==> config.mk <==
export PLATFORM = sky130hd
export DESIGN_NAME = cnn_result_argmax_flat
export DESIGN_NICKNAME = d
export VERILOG_FILES = /design/src/rtl/cnn_result_argmax_if.sv /design/src/rtl/cnn_result_argmax.sv /design/src/flat_wrapper.sv
export SDC_FILE = /design/constraint.sdc
export NUM_CORES = 1
export LEC_CHECK = 0
export CAP_MARGIN = 20
export CORE_MARGIN = 8
export CORE_UTILIZATION = 45
export CTS_CLUSTER_SIZE = 28
export DETAILED_ROUTE_END_ITERATION = 12
export DONT_BUFFER_PORTS = 1
export PLACE_DENSITY_LB_ADDON = 0.1
export SYNTH_ARGS = -nofsm -noshare
export SYNTH_HDL_FRONTEND = slang
export SYNTH_SLANG_ARGS = --single-unit
export TNS_END_PERCENT = 100
==> constraint.sdc <==
create_clock -name ap_clk -period 5.25 [get_ports ap_clk]
set_clock_uncertainty 0.05 [all_clocks]
set_input_delay 1.3125 -clock ap_clk [delete_from_list [all_inputs] [get_ports ap_clk]]
set_output_delay 1.3125 -clock ap_clk [all_outputs]
set_load 0.01 [all_outputs]
==> src/rtl/cnn_result_argmax_if.sv <==
// cnn_result_argmax_if: five score stream sinks, one result stream source, plus status.
interface cnn_result_argmax_if #(
   parameter int DATA_WIDTH  = 12,
   parameter int COUNT_WIDTH = 16
);
   logic [DATA_WIDTH-1:0]  score_TDATA [5];
   logic [4:0]             score_TVALID;
   logic [4:0]             score_TREADY;
   logic [DATA_WIDTH+2:0]  result_TDATA;
   logic                   result_TVALID;
   logic                   result_TREADY;
   logic [COUNT_WIDTH-1:0] frame_count;
   logic                   busy;
   modport master (
      output score_TDATA, score_TVALID, result_TREADY,
      input  score_TREADY, result_TDATA, result_TVALID, frame_count, busy
   );
   modport slave (
      input  score_TDATA, score_TVALID, result_TREADY,
      output score_TREADY, result_TDATA, result_TVALID, frame_count, busy
   );
endinterface

==> src/rtl/cnn_result_argmax.sv <==
// cnn_result_argmax: collects one score per class, then a 4-step signed argmax and one result beat.
module cnn_result_argmax #(
   parameter int                           DATA_WIDTH      = 12,
   parameter logic signed [DATA_WIDTH-1:0] SCORE_THRESHOLD = '0,
   parameter int                           COUNT_WIDTH     = 16
) (
   input  logic                ap_clk,
   input  logic                ap_rst_n,
   cnn_result_argmax_if.slave  s
);
   typedef enum logic [1:0] {COLLECT, SCAN, EMIT} state_t;
   state_t                       state_q, state_d;
   logic [DATA_WIDTH-1:0]        slot_q [5];
   logic [DATA_WIDTH-1:0]        slot_d [5];
   logic [4:0]                   full_q, full_d, tready_q, tready_d, hs;
   logic signed [DATA_WIDTH-1:0] best_q, best_d;
   logic [2:0]                   idx_q, idx_d, k_q, k_d;
   logic                         valid_q, valid_d, busy_q, busy_d;
   logic [DATA_WIDTH+2:0]        data_q, data_d;
   logic [COUNT_WIDTH-1:0]       count_q, count_d;
   always_comb begin
      hs      = s.score_TVALID & tready_q;
      state_d = state_q;
      full_d  = full_q;
      best_d  = best_q;
      idx_d   = idx_q;
      k_d     = k_q;
      valid_d = valid_q;
      data_d  = data_q;
      count_d = count_q;
      for (int i = 0; i < 5; i++) slot_d[i] = hs[i] ? s.score_TDATA[i] : slot_q[i];
      if (state_q == COLLECT) begin
         full_d = full_q | hs;
         if (&full_d) begin
            state_d = SCAN;
            best_d  = slot_d[0];
            idx_d   = 3'd0;
            k_d     = 3'd1;
         end
      end else if (state_q == SCAN) begin
         // strict compare keeps the lowest index on ties
         if ($signed(slot_q[k_q]) > best_q) begin
            best_d = slot_q[k_q];
            idx_d  = k_q;
         end
         k_d = k_q + 3'd1;
         if (k_q == 3'd4) begin
            state_d = EMIT;
            valid_d = 1'b1;
            data_d  = {((best_d < SCORE_THRESHOLD) ? 3'd7 : idx_d), best_d};
         end
      end else if (s.result_TREADY) begin
         state_d = COLLECT;
         valid_d = 1'b0;
         data_d  = '0;
         full_d  = '0;
         count_d = count_q + COUNT_WIDTH'(1);
      end
      tready_d = (state_d == COLLECT) ? ~full_d : 5'h00;
      busy_d   = state_d != COLLECT;
   end
   always_ff @(posedge ap_clk or negedge ap_rst_n) begin
      if (!ap_rst_n) begin
         state_q  <= COLLECT;
         slot_q   <= '{default: '0};
         full_q   <= '0;
         tready_q <= 5'h1F;
         best_q   <= '0;
         idx_q    <= '0;
         k_q      <= '0;
         valid_q  <= 1'b0;
         busy_q   <= 1'b0;
         data_q   <= '0;
         count_q  <= '0;
      end else begin
         state_q  <= state_d;
         slot_q   <= slot_d;
         full_q   <= full_d;
         tready_q <= tready_d;
         best_q   <= best_d;
         idx_q    <= idx_d;
         k_q      <= k_d;
         valid_q  <= valid_d;
         busy_q   <= busy_d;
         data_q   <= data_d;
         count_q  <= count_d;
      end
   end
   assign s.score_TREADY  = tready_q;
   assign s.result_TVALID = valid_q;
   assign s.result_TDATA  = data_q;
   assign s.frame_count   = count_q;
   assign s.busy          = busy_q;
endmodule
==> src/flat_wrapper.sv <==
// flat-port wrapper written by rule: the top's interface ports become plain ports
module cnn_result_argmax_flat 
#(
   parameter int                           DATA_WIDTH      = 12,
   parameter logic signed [DATA_WIDTH-1:0] SCORE_THRESHOLD = '0,
   parameter int                           COUNT_WIDTH     = 16
)
  (ap_clk, ap_rst_n, s_score_TDATA, s_score_TVALID, s_result_TREADY, s_score_TREADY, s_result_TDATA, s_result_TVALID, s_frame_count, s_busy);
  cnn_result_argmax_if #(.DATA_WIDTH(DATA_WIDTH), .COUNT_WIDTH(COUNT_WIDTH)) s_i ();
  input  logic ap_clk;
  input  logic ap_rst_n;
  input wire logic [$bits(s_i.score_TDATA)-1:0] s_score_TDATA;
  input wire logic [$bits(s_i.score_TVALID)-1:0] s_score_TVALID;
  input wire logic [$bits(s_i.result_TREADY)-1:0] s_result_TREADY;
  output wire logic [$bits(s_i.score_TREADY)-1:0] s_score_TREADY;
  output wire logic [$bits(s_i.result_TDATA)-1:0] s_result_TDATA;
  output wire logic [$bits(s_i.result_TVALID)-1:0] s_result_TVALID;
  output wire logic [$bits(s_i.frame_count)-1:0] s_frame_count;
  output wire logic [$bits(s_i.busy)-1:0] s_busy;
  assign s_i.score_TDATA = {>>{s_score_TDATA}};
  assign s_i.score_TVALID = s_score_TVALID;
  assign s_i.result_TREADY = s_result_TREADY;
  assign s_score_TREADY = s_i.score_TREADY;
  assign s_result_TDATA = s_i.result_TDATA;
  assign s_result_TVALID = s_i.result_TVALID;
  assign s_frame_count = s_i.frame_count;
  assign s_busy = s_i.busy;
  cnn_result_argmax #(.DATA_WIDTH(DATA_WIDTH), .SCORE_THRESHOLD(SCORE_THRESHOLD), .COUNT_WIDTH(COUNT_WIDTH)) u_core (.ap_clk(ap_clk), .ap_rst_n(ap_rst_n), .s(s_i));
endmodule
==> flow_summary_export.csv <==
group,metric,value,unit
sta,fmax,241,MHz
critical_path,rr_endpoint,"u_core.best_q[8]$_DFFE_PN0P_",
floorplan,dieWidth,129,um
final_layout,diodes,0,
sta,hold_violations,0,
logic_synthesis,synth_top_area_share,51.4,%
grt,grt_pass1_vias,3787,
critical_path,rr_worst_depth,14,
placement,portBuffers,0,
clocking,clockBufferDepth,2,
clocking,insertion_delay,0.41,ns
clocking,cts_tree,"yes",
min_path,hold_path.class,"register to register",
clocking,ctsResizeCount,0,
clocking,htree_levels,4,
final_layout,area_growth,14.1,%
min_path,worstHoldPathCells,1,
clocking,cts_buffers,17,
logic_synthesis,synth_nets,538,
grt,grt.overflow.total,0,
logic_synthesis,synth_cell_types,46,
final_layout,fin_util,52.4,%
sta,tightest_slew,0.902,ns
final_layout,drive_gt1_share,25.5,%
floorplan,start_util,45.9,%
power_and_ir_drop,total_power,5.08,mW
clocking,hold_buffers,0,
routing,drt-wirelength-per-cell,20.2,um
power_and_ir_drop,power_switching,1.82,mW
routing,drc,0,
logic_synthesis,synth_area_leader_cell,"dfrtp_1",
logic_synthesis,synthFlopType,"dfrtp_1",
sta,rsz0062_at_grt,"false",
routing,drt_iter0_drc,149,
sta,drv_slew,0,
grt,grt_max_degree,124,
routing,drtPass1Iterations,6,
outcome,status,"complete, no violations",
power_and_ir_drop,switching_share,35.9,%
critical_path,cp_data_arrival_time,4.40,ns
sta,whs,0.450,ns
critical_path,cp_max_fo,20,
clocking,clk_pin_slew,0.05,ns
logic_synthesis,synth_edf_count,0,
sta,fin_crit,4.16,ns
placement,placedCellCount,606,
sta,period_share,79.2,%
logic_synthesis,ys_top_cells_by_count,"dfrtp_1, mux2_2, nand2_1",
min_path,min_from,"u_core.idx_q[2]$_DFFE_PN0P_",
logic_synthesis,synth_area_leaders,"dfrtp_1, mux2_2, mux4_2",
routing,vias_per_cell,5.58,
logic_synthesis,ys_seq_area_share,53.7,%
critical_path,critPathCaptureType,"register",
clocking,clock_sinks,123,
grt,antenna_found_initial,5,
routing,wl,12900,um
floorplan,rows,41,
critical_path,reg2reg_slack,1.09,ns
grt,grt_pass1_wl,21200,um
logic_synthesis,ys.warnings.count,0,
critical_path,worstPathRequired,5.49,ns
clocking,cts-root-buf,"clkbuf_16",
job,cap_violations,0,
logic_synthesis,async_reset_ff_share,100,%
logic_synthesis,yosysMostFrequentCell,"dfrtp_1",
placement,place.gp.congestion,0.790,
sta,finalSetupViolations,0,
critical_path,start_kind,"register",
grt,grt_usage,16.8,%
sta,relSlewSlack,39.7,%
floorplan,io_pins,106,
floorplan,dieArea,0.0166,sq mm
power_and_ir_drop,internal_power,3.25,mW
power_and_ir_drop,powerDensity,774,mW/mm^2
final_layout,layout.nets,537,
routing,antenna_left,0,
critical_path,crit_type,"register to register",
power_and_ir_drop,peakVddDrop,0.339,mV
routing,vias,3566,
logic_synthesis,syn_area,0.00574,sq mm
critical_path,r2r_start,"u_core.k_q[0]$_DFFE_PN0P_",
min_path,holdPathEnd,"u_core.idx_q[2]$_DFFE_PN0P_",
final_layout,final_cell_count_no_fill,639,
logic_synthesis,synth.avg_cell_area,12.6,sq um
floorplan,die_h,129,um
floorplan,coreArea,0.0125,sq mm
power_and_ir_drop,total_leakage_power,2.96,nW
power_and_ir_drop,combPwrFrac,41.6,%
power_and_ir_drop,clkPwrFrac,25.3,%
sta,tns,0,ns
power_and_ir_drop,pwr-share-seq,33.0,%
logic_synthesis,ys_ff_latch,123,
clocking,postCtsSetupBuffers,0,
logic_synthesis,synth_cells,455,
final_layout,fillCellCount,1100,
placement,dp_hpwl,9650,um
critical_path,startpoint,"u_core.k_q[0]$_DFFE_PN0P_",
-- placed cells by master (no fill, tap or decap), drive strengths merged, types with 8 or more instances in the layout --
| cell type | instances |
|---|---|
| dfrtp | 118 |
| mux4 | 11 |
| and2 | 8 |
| clkbuf | 21 |
| nand3 | 22 |
| xnor2 | 14 |
| mux2i | 16 |
| nand2 | 25 |
| a22o | 17 |
| nor2 | 15 |
| mux2 | 60 |
| ha | 15 |
| inv | 20 |
| a221o | 12 |
| o21ai | 18 |
| and3 | 13 |
-- worst max path at each step --
stage,to,slack (ns)
global placement,u_core.best_q[9]$_DFFE_PN0P_,1.21
CTS,u_core.best_q[2]$_DFFE_PN0P_,1.05
detailed placement,u_core.best_q[2]$_DFFE_PN0P_,1.07
global route,u_core.best_q[7]$_DFFE_PN0P_,0.76
finish,u_core.best_q[8]$_DFFE_PN0P_,1.09
floorplan,u_core.best_q[10]$_DFFE_PN0P_,1.63
-- worst max-delay path: stages (launching register included) --
cell     delay, ns
dfrtp_1       0.32
buf_4         0.31
mux2i_1       0.25
nor2_1        0.06
a311o_1       0.35
nand2_1       0.13
inv_1         0.07
ha_1          0.42
and4_4        0.28
nand4_4       0.11
a21o_4        0.22
nand3_4       0.08
mux2i_4       0.66
o21ai_2       0.34
a221o_1       0.37
-- metal layers --
layer  vias up  track usage, %  part of all wire (%)
met5         -               0                  0.45
met4        10            5.60                   1.3
met3        23            7.82                   9.0
met2        94            25.3                    46
met1      1777            20.9                    43
li1       1662               -                     -
-- cell families after synthesis --
| group | share of synthesized area, % |
|---|---|
| buffers and inverters | 3.20 |
| adder cells (fa/ha/maj) | 3.27 |
| XOR/XNOR | 2.44 |
| AND/OR/NAND/NOR | 9.44 |
| AO/OA/AOI/OAI | 8.85 |
| multiplexers | 19.1 |
| flip-flops | 53.7 |
-- through the flow --
step / cell area, sq um / setup slack [ns]
after detailed placement: 5880 / 1.07
after global placement: 5880 / 1.21
after CTS: 6540 / 1.05
after floorplan: 5740 / 1.63
final: 6550 / 1.09
after global routing: 6550 / 0.762
-- cell type report --
type	count	area, sq um	area share, %
clock buffers	21	470	7.18
well taps	172	215	3.28
flip-flops and latches	123	3080	47.1
multi-input cells	287	2470	37.7
clock inverters	11	190	2.90
inverters	20	75.1	1.15
repair buffers	5	45.0	0.687
-- flip-flops by register name, indices dropped and copies added (netlist names) --
name                    count
u_core.slot_q              60
u_core.best_q              12
u_core.s.busy               1
u_core.k_q                  3
u_core.state_q              2
u_core.full_q               5
u_core.s.frame_count       16
u_core.s.result_TDATA      15
u_core.s.result_TVALID      1
u_core.idx_q                3
u_core.s.score_TREADY       5
-- power groups by stage --
stage	Sequential, mW	Clock (mW)	Combinational, mW
CTS	1.68	1.31	2.14
global placement	1.69	0	2.07
detailed placement	1.70	0	2.12
global route	1.73	1.36	2.35
finish	1.68	1.29	2.11
floorplan	1.56	0	1.78
Power figures use the tool's default switching activity.
